File: config.mk
export PLATFORM = sky130hd
export DESIGN_NAME = reg_file_32x64
export DESIGN_NICKNAME = d
export VERILOG_FILES = /design/src/rtl/reg_file_32x64.sv
export SDC_FILE = /design/constraint.sdc
export NUM_CORES = 2
export LEC_CHECK = 0
export BUFFER_PORTS_ARGS = -buffer_cell sky130_fd_sc_hd__buf_2
export CAP_MARGIN = 20
export CORE_ASPECT_RATIO = 0.6
export CORE_MARGIN = 5
export CORE_UTILIZATION = 35
export DETAILED_ROUTE_END_ITERATION = 8
export GPL_TIMING_DRIVEN = 0
export PLACE_DENSITY = 0.57
export SYNTH_ARGS = -nofsm -noshare
export SYNTH_HDL_FRONTEND = slang
export SYNTH_SLANG_ARGS = --single-unit
File: constraint.sdc
create_clock -name clk -period 85.8 [get_ports clk]
set_clock_uncertainty 0.1 [all_clocks]
set_input_delay 12.87 -clock clk [delete_from_list [all_inputs] [get_ports clk]]
set_output_delay 12.87 -clock clk [all_outputs]
set_load 0.005 [all_outputs]
File: src/rtl/reg_file_32x64.sv
// reg_file_32x64: 32 x DATA_WIDTH general-purpose register file.
//   Register ZERO_REG (31) has no storage and always reads zero.
//   One synchronous write port, two independent combinational read ports.
//   Each read port is a 32:1 select tree: four 8:1 cells feeding one 4:1 cell.
//
// Ports:
//   clk         system clock, writes on rising edge
//   reset       asynchronous active-high clear of every register
//   reg_write   write enable
//   write_reg   destination index
//   write_data  value to write
//   read_reg1/2 source indices
//   read_data1/2 combinational read data
//
// Optional build macro: REG_FILE_BYPASS_EN
//   When defined, a write presented this cycle to the address being read is
//   forwarded combinationally to that read port (suppressed during reset).

module reg_file_32x64 #(
   parameter int unsigned DATA_WIDTH = 64,
   parameter int unsigned NUM_REGS   = 32,
   parameter int unsigned ZERO_REG   = 31
) (
   input  logic                  clk,
   input  logic                  reset,
   input  logic                  reg_write,
   input  logic [4:0]            write_reg,
   input  logic [DATA_WIDTH-1:0] write_data,
   input  logic [4:0]            read_reg1,
   input  logic [4:0]            read_reg2,
   output logic [DATA_WIDTH-1:0] read_data1,
   output logic [DATA_WIDTH-1:0] read_data2
);

   localparam int unsigned ADDR_W     = 5;
   localparam int unsigned GROUP_SIZE = 8;
   localparam int unsigned NUM_GROUPS = NUM_REGS / GROUP_SIZE;
   localparam logic [ADDR_W-1:0] ZERO_ADDR = ADDR_W'(ZERO_REG);

   // Flattened view of every register output, slot ZERO_REG tied to zero.
   logic [NUM_REGS-1:0][DATA_WIDTH-1:0] reg_q;

   // Storage: one enabled flop bank per writable register.
   for (genvar i = 0; i < NUM_REGS; i++) begin : g_reg
      if (i == ZERO_REG) begin : g_zero
         assign reg_q[i] = '0;
      end else begin : g_store
         logic                  we_c;
         logic [DATA_WIDTH-1:0] q;

         // One-hot decode slice for this register, gated by reg_write.
         assign we_c = reg_write && (write_reg == ADDR_W'(i));

         always_ff @(posedge clk or posedge reset) begin
            if (reset) begin
               q <= '0;
            end else if (we_c) begin
               q <= write_data;
            end
         end

         assign reg_q[i] = q;
      end
   end

   // 8:1 mux cell.
   function automatic logic [DATA_WIDTH-1:0] mux8(
      input logic [GROUP_SIZE-1:0][DATA_WIDTH-1:0] d,
      input logic [2:0]                            s
   );
      return d[s];
   endfunction

   // 4:1 mux cell.
   function automatic logic [DATA_WIDTH-1:0] mux4(
      input logic [NUM_GROUPS-1:0][DATA_WIDTH-1:0] d,
      input logic [1:0]                            s
   );
      return d[s];
   endfunction

   // 32:1 tree: low address bits pick within a group, high bits pick the group.
   function automatic logic [DATA_WIDTH-1:0] read_tree(
      input logic [NUM_REGS-1:0][DATA_WIDTH-1:0] q,
      input logic [ADDR_W-1:0]                   a
   );
      logic [NUM_GROUPS-1:0][DATA_WIDTH-1:0] grp;
      for (int g = 0; g < int'(NUM_GROUPS); g++) begin
         grp[g] = mux8(q[g*GROUP_SIZE +: GROUP_SIZE], a[2:0]);
      end
      return mux4(grp, a[4:3]);
   endfunction

   logic [DATA_WIDTH-1:0] rd1_c;
   logic [DATA_WIDTH-1:0] rd2_c;

   // Read trees; an unknown select only affects its own port.
   always_comb begin
      rd1_c = read_tree(reg_q, read_reg1);
      rd2_c = read_tree(reg_q, read_reg2);
   end

`ifdef REG_FILE_BYPASS_EN
   logic wr_live_c;
   logic byp1_c;
   logic byp2_c;

   // A live write is one that will land at the next edge.
   assign wr_live_c = !reset && reg_write && (write_reg != ZERO_ADDR);
   assign byp1_c    = wr_live_c && (write_reg == read_reg1);
   assign byp2_c    = wr_live_c && (write_reg == read_reg2);

   assign read_data1 = byp1_c ? write_data : rd1_c;
   assign read_data2 = byp2_c ? write_data : rd2_c;
`else
   assign read_data1 = rd1_c;
   assign read_data2 = rd2_c;
`endif

endmodule

* Word-level counts from Yosys, hierarchy flattened
Index checks and enable logic that the tools add are counted.
Cells by class: add/subtract/negate cells 0, multiply operators 0, div/mod/pow operators 0, order comparisons 4, equal/unequal tests 30, shift-type cells 0, multiplexer cells 20, bitwise gates (word level) 0, reduce and logical (&&, ||, !) cells 32
Operators with widths (number):
- 64-bit binary-select mux with 3-bit select | 8
- 64-bit two-way mux | 10
- 64-bit binary-select mux with 2-bit select | 2
- 5-bit equality test (second input constant) | 15
- 5-bit by 4-bit equality test with 1-bit output (second input constant) | 8
- 1-bit logical AND | 31
- 5-bit by 3-bit equality test with 1-bit output (second input constant) | 4
- 5-bit by 2-bit equality test with 1-bit output (second input constant) | 2
- 3-bit by 4-bit < comparator with 1-bit output (second input constant) | 2
- 2-bit by 3-bit < comparator with 1-bit output (second input constant) | 2
- 5-bit by 1-bit equality test with 1-bit output (second input constant) | 1
- 5-bit logical NOT | 1
Word-level totals: flip-flop bits (word level) 1984, latch bits 0, memory bits (writable) 0, bits in read-only memories 0, input port bits 82, output and inout port bits 128, logic and storage cells 117, memories 0

* Logic depth before layout (Yosys ltp)
depth after elaboration 4, mapped depth 9, mapped depth without buffers 5

* Worst setup path after synthesis
Ideal clock, no wire load.
path kind input to output, start point in read_reg2[0], end point out read_data2[53], arrival time 14.570 ns, required time 72.830 ns, slack 58.260 ns, cell stages on the path 7, buffers on the path 3, path through buf_4 clkbuf_1 buf_2 mux4_2 mux2i_1 o22ai_1 a221o_1
On the way: cells in the longest elaborated chain, start to end 4, elaborated cells on any way between the ends 10, classes of those cells mux (10)
RTL lines:
- start: declaration | RTL line 30 | input logic [4:0] read_reg2,
- 64-bit binary-select mux with 3-bit select | RTL line 71 | return d[s];
- 64-bit two-way mux (implied by the code) | RTL line 71
- 64-bit binary-select mux with 2-bit select (*) | RTL line 79 | return d[s];
- 64-bit two-way mux (implied by the code) (*) | RTL line 79
- end: declaration | RTL line 32 | output logic [DATA_WIDTH-1:0] read_data2
Every way passes the cells marked *; elsewhere a longest branch is shown, timed or not. The select of a mux whose other input is x is not followed.

* Worst setup path after layout
start point in read_reg1[0], end point out read_data1[40]
On the way: cells in the longest elaborated chain, start to end 4, elaborated cells on any way between the ends 10, classes of those cells mux (10)
RTL lines:
- start: declaration | RTL line 29 | input logic [4:0] read_reg1,
- 64-bit binary-select mux with 3-bit select | RTL line 71
- 64-bit two-way mux (implied by the code) | RTL line 71
- 64-bit binary-select mux with 2-bit select (*) | RTL line 79
- 64-bit two-way mux (implied by the code) (*) | RTL line 79
- end: declaration | RTL line 31 | output logic [DATA_WIDTH-1:0] read_data1,
Marked as above.

==> metrics.yaml <==
power:
  pwr_density_cell_mw_per_mm2: 23.4
  leakage_nw: 52.8
  peakVddDrop_mv: 0.0157
  power_mw: 2.84
clock_network:
  cts-resized-gates: 0
  clk_pin_slew_worst_paths_ps: 60
  cts_buffer_depth: 4
  cts_tree: "yes"
  postCtsSetupBuffers: 0
  h-tree-depth: 4
  cts_hold_buf: 0
  cts_buffers: 196
  clock_sinks: 1984
  insertion_delay_ps: 870
  ctsRootBufferMaster: "clkbuf_16"
run_status:
  status: "complete, no violations"
route:
  avgRoutedWirePerCell_microns: 37.3
  vias: 77800
  drcViolationCount: 0
  ant_nets: 0
  first_pass_iters: 6
  routed_via_density: 6.36
  first_iter_violations: 10200
  finalWirelength_mm: 455
logic_synthesis:
  yosysSeqAreaShare_pct: 46.7
  synth_top_family_by_area: "multiplexers"
  ys.flop_type: "dfrtp_1"
  synth_xor_xnor_area_share_pct: 0
  synthTopCellsByArea: "dfrtp_1 47%, mux2_2 24%, mux4_2 14%, mux2i_1 4.8%, clkbuf_1 1.7%"
  synth_edf_count: 0
  netlist_area_sq_mm: 0.106
  yosysTopAreaCell: "dfrtp_1"
  syn-instance-count: 7456
  synthAdderAreaFrac_pct: 0
  synth_compound_area_share_pct: 5.77
  ys_types: 40
  synthTopCellsByCount: "2,298 x mux2_2, 1,984 x dfrtp_1, 641 x mux4_2"
  ys_warn_count: 0
  async_reset_ff_share_pct: 100
  yosysTopAreaCellShare_pct: 46.7
  synth.avg_cell_area_sq_um: 14.3
  yosysMostFrequentCell: "mux2_2"
  synth_seq_cells: 1984
  syn_nets: 7538
  synth-simple-area-share_pct: 1.55
  synthMuxAreaShare_pct: 42.8
setup_path:
  critPathLaunchType: "primary input"
  endpoint_kind: "primary output"
  crit_fanout: 10
  required_ps: 72830
  startpoint: "read_reg1[0]"
  critPathKind: "primary input to primary output"
  cp.arrival_ps: 17650
  reg2reg_from: "g_reg[16].g_store.q[14]$_DFFE_PP0P_"
cells_and_area:
  finalInstanceArea_sq_mm: 0.121
  area_growth_pct: 14.1
  seq_area_sq_mm: 0.0496
  multi_input_area_sq_mm: 0.0533
  largest_register_ffs: 1984
  nNetsFinal: 8057
  regMostFlops: "g.g_store.q"
  finalNonFillerCells: 12200
  drive_gt1_share_pct: 47.8
  post-route-util_pct: 40.2
  reg_top3: "g.g_store.q (1984)"
  fillers: 28000
placed_design:
  post-place-cells: 11800
  io_buffers: 204
  hpwlAfterDp_mm: 335
  place_congestion: 0.940
  placed_area_sq_mm: 0.114
  pre_cts_ws_ps: 55380
sta:
  fin_crit_sh_pct: 35.7
  final-hold-violation-count: 0
  finalWorstSetupSlack_ps: 55180
  rsz0062_at_grt: "no"
  fin_crit_ps: 30620
  worst_pin_slew_ps: 1270
  slew_viol_final: 0
  fmax_mhz: 32.7
  setup_violations: 0
  relSlewSlack_pct: 15.3
worst_hold_path:
  min_from: "g_reg[4].g_store.q[35]$_DFFE_PP0P_"
  min_path_type: "flop to flop"
grt:
  track_usage_pct: 28.1
  grt-ovfl-total: 0
  grt_max_degree: 135
  antenna_found_initial: 63
  grt_pass1_wl_mm: 625
  grt_pass1_vias: 75200
floorplanning:
  die_area_sq_mm: 0.315
  design.core.area_sq_mm: 0.302
  start_util_pct: 35.2
  die_h_microns: 437
  pin_count: 210
  rows: 156
  die_x_microns: 721
job:
  cap_violations: 0
-- layout make-up --
| cell class | instances | share of cell area, % |
|---|---|---|
| Timing Repair Buffer | 321 | 2.54 |
| Clock inverter | 56 | 0.674 |
| Buffer | 797 | 2.82 |
| Inverter | 1 | 0.00929 |
| Multi-Input combinational cell | 4674 | 43.9 |
| Sequential cell | 1984 | 40.9 |
| Clock buffer | 286 | 4.76 |
| Tap cell | 4029 | 4.16 |
| Antenna cell | 78 | 0.161 |
-- critical path: stages --
cell,delay [ps]
buf_2,100
buf_2,480
buf_2,800
nand2_1,960
clkbuf_1,520
a211oi_1,970
o31ai_1,240
a21oi_1,230
nor4_1,90
buf_2,200
buf_2,140
-- routing by layer --
metal / share of wire [%] / vias to the layer above / track usage, %
li1: - / 29800 / -
met1: 44 / 42000 / 40.8
met2: 38 / 5248 / 35.4
met3: 15 / 765 / 13.7
met4: 3.4 / 12 / 9.79
met5: 0.081 / - / 1.73
-- power by group --
part	internal (mW)	switching [mW]
combinational	0.340	0.303
clock	0.524	0.402
sequential	1.12	0.148
total	1.98	0.852
-- cells by family (layout without fill, tap and decap cells) --
group,Yosys count,in the layout
muxes,3450,3450
other,0,78
AOI/OAI and AO/OA,899,899
DFF,1984,1984
and+or+nand+nor,325,325
buffers and inverters,798,1461
-- cells in the final DEF (no fill, tap or decap), types with 35 or more instances in the layout --
cell       count
mux2_2      2298
dfrtp_1     1984
mux4_2       641
mux2i_1      507
clkbuf_1     498
buf_2        467
clkbuf_16    199
a21oi_1      190
o22ai_1      189
diode_2       78
nor2b_1       76
nand2_1       72
nor2_1        69
a211oi_1      67
a21o_1        66
o21ai_0       65
o31ai_1       64
a221o_1       63
o2bb2ai_1     63
a22oi_1       62
o211ai_1      62
nor4_1        60
buf_1         52
buf_8         47
clkbuf_8      46
buf_16        35
-- metrics by stage --
stage / TNS [ps] / hold WS, ps
floorplan: 0 / 376
global placement: -8665320 / 401
detailed placement: 0 / 410
CTS: 0 / 423
global route: 0 / 435
finish: 0 / 422
-- path summary, 6_finish.rpt --
kind,to,slack (ps),depth (start not counted)
setup / recovery,read_data1[40],55180,11
hold reg to reg,g_reg[4].g_store.q[35]$_DFFE_PP0P_,420,1
min in group asynchronous,g_reg[0].g_store.q[0]$_DFFE_PP0P_,11930,2
max in group asynchronous,g_reg[2].g_store.q[35]$_DFFE_PP0P_,71220,6
setup reg to reg,g_reg[16].g_store.q[14]$_DFFE_PP0P_,84830,1
hold / removal,g_reg[4].g_store.q[35]$_DFFE_PP0P_,420,1
Note: power is estimated with default switching activity, not from simulation.
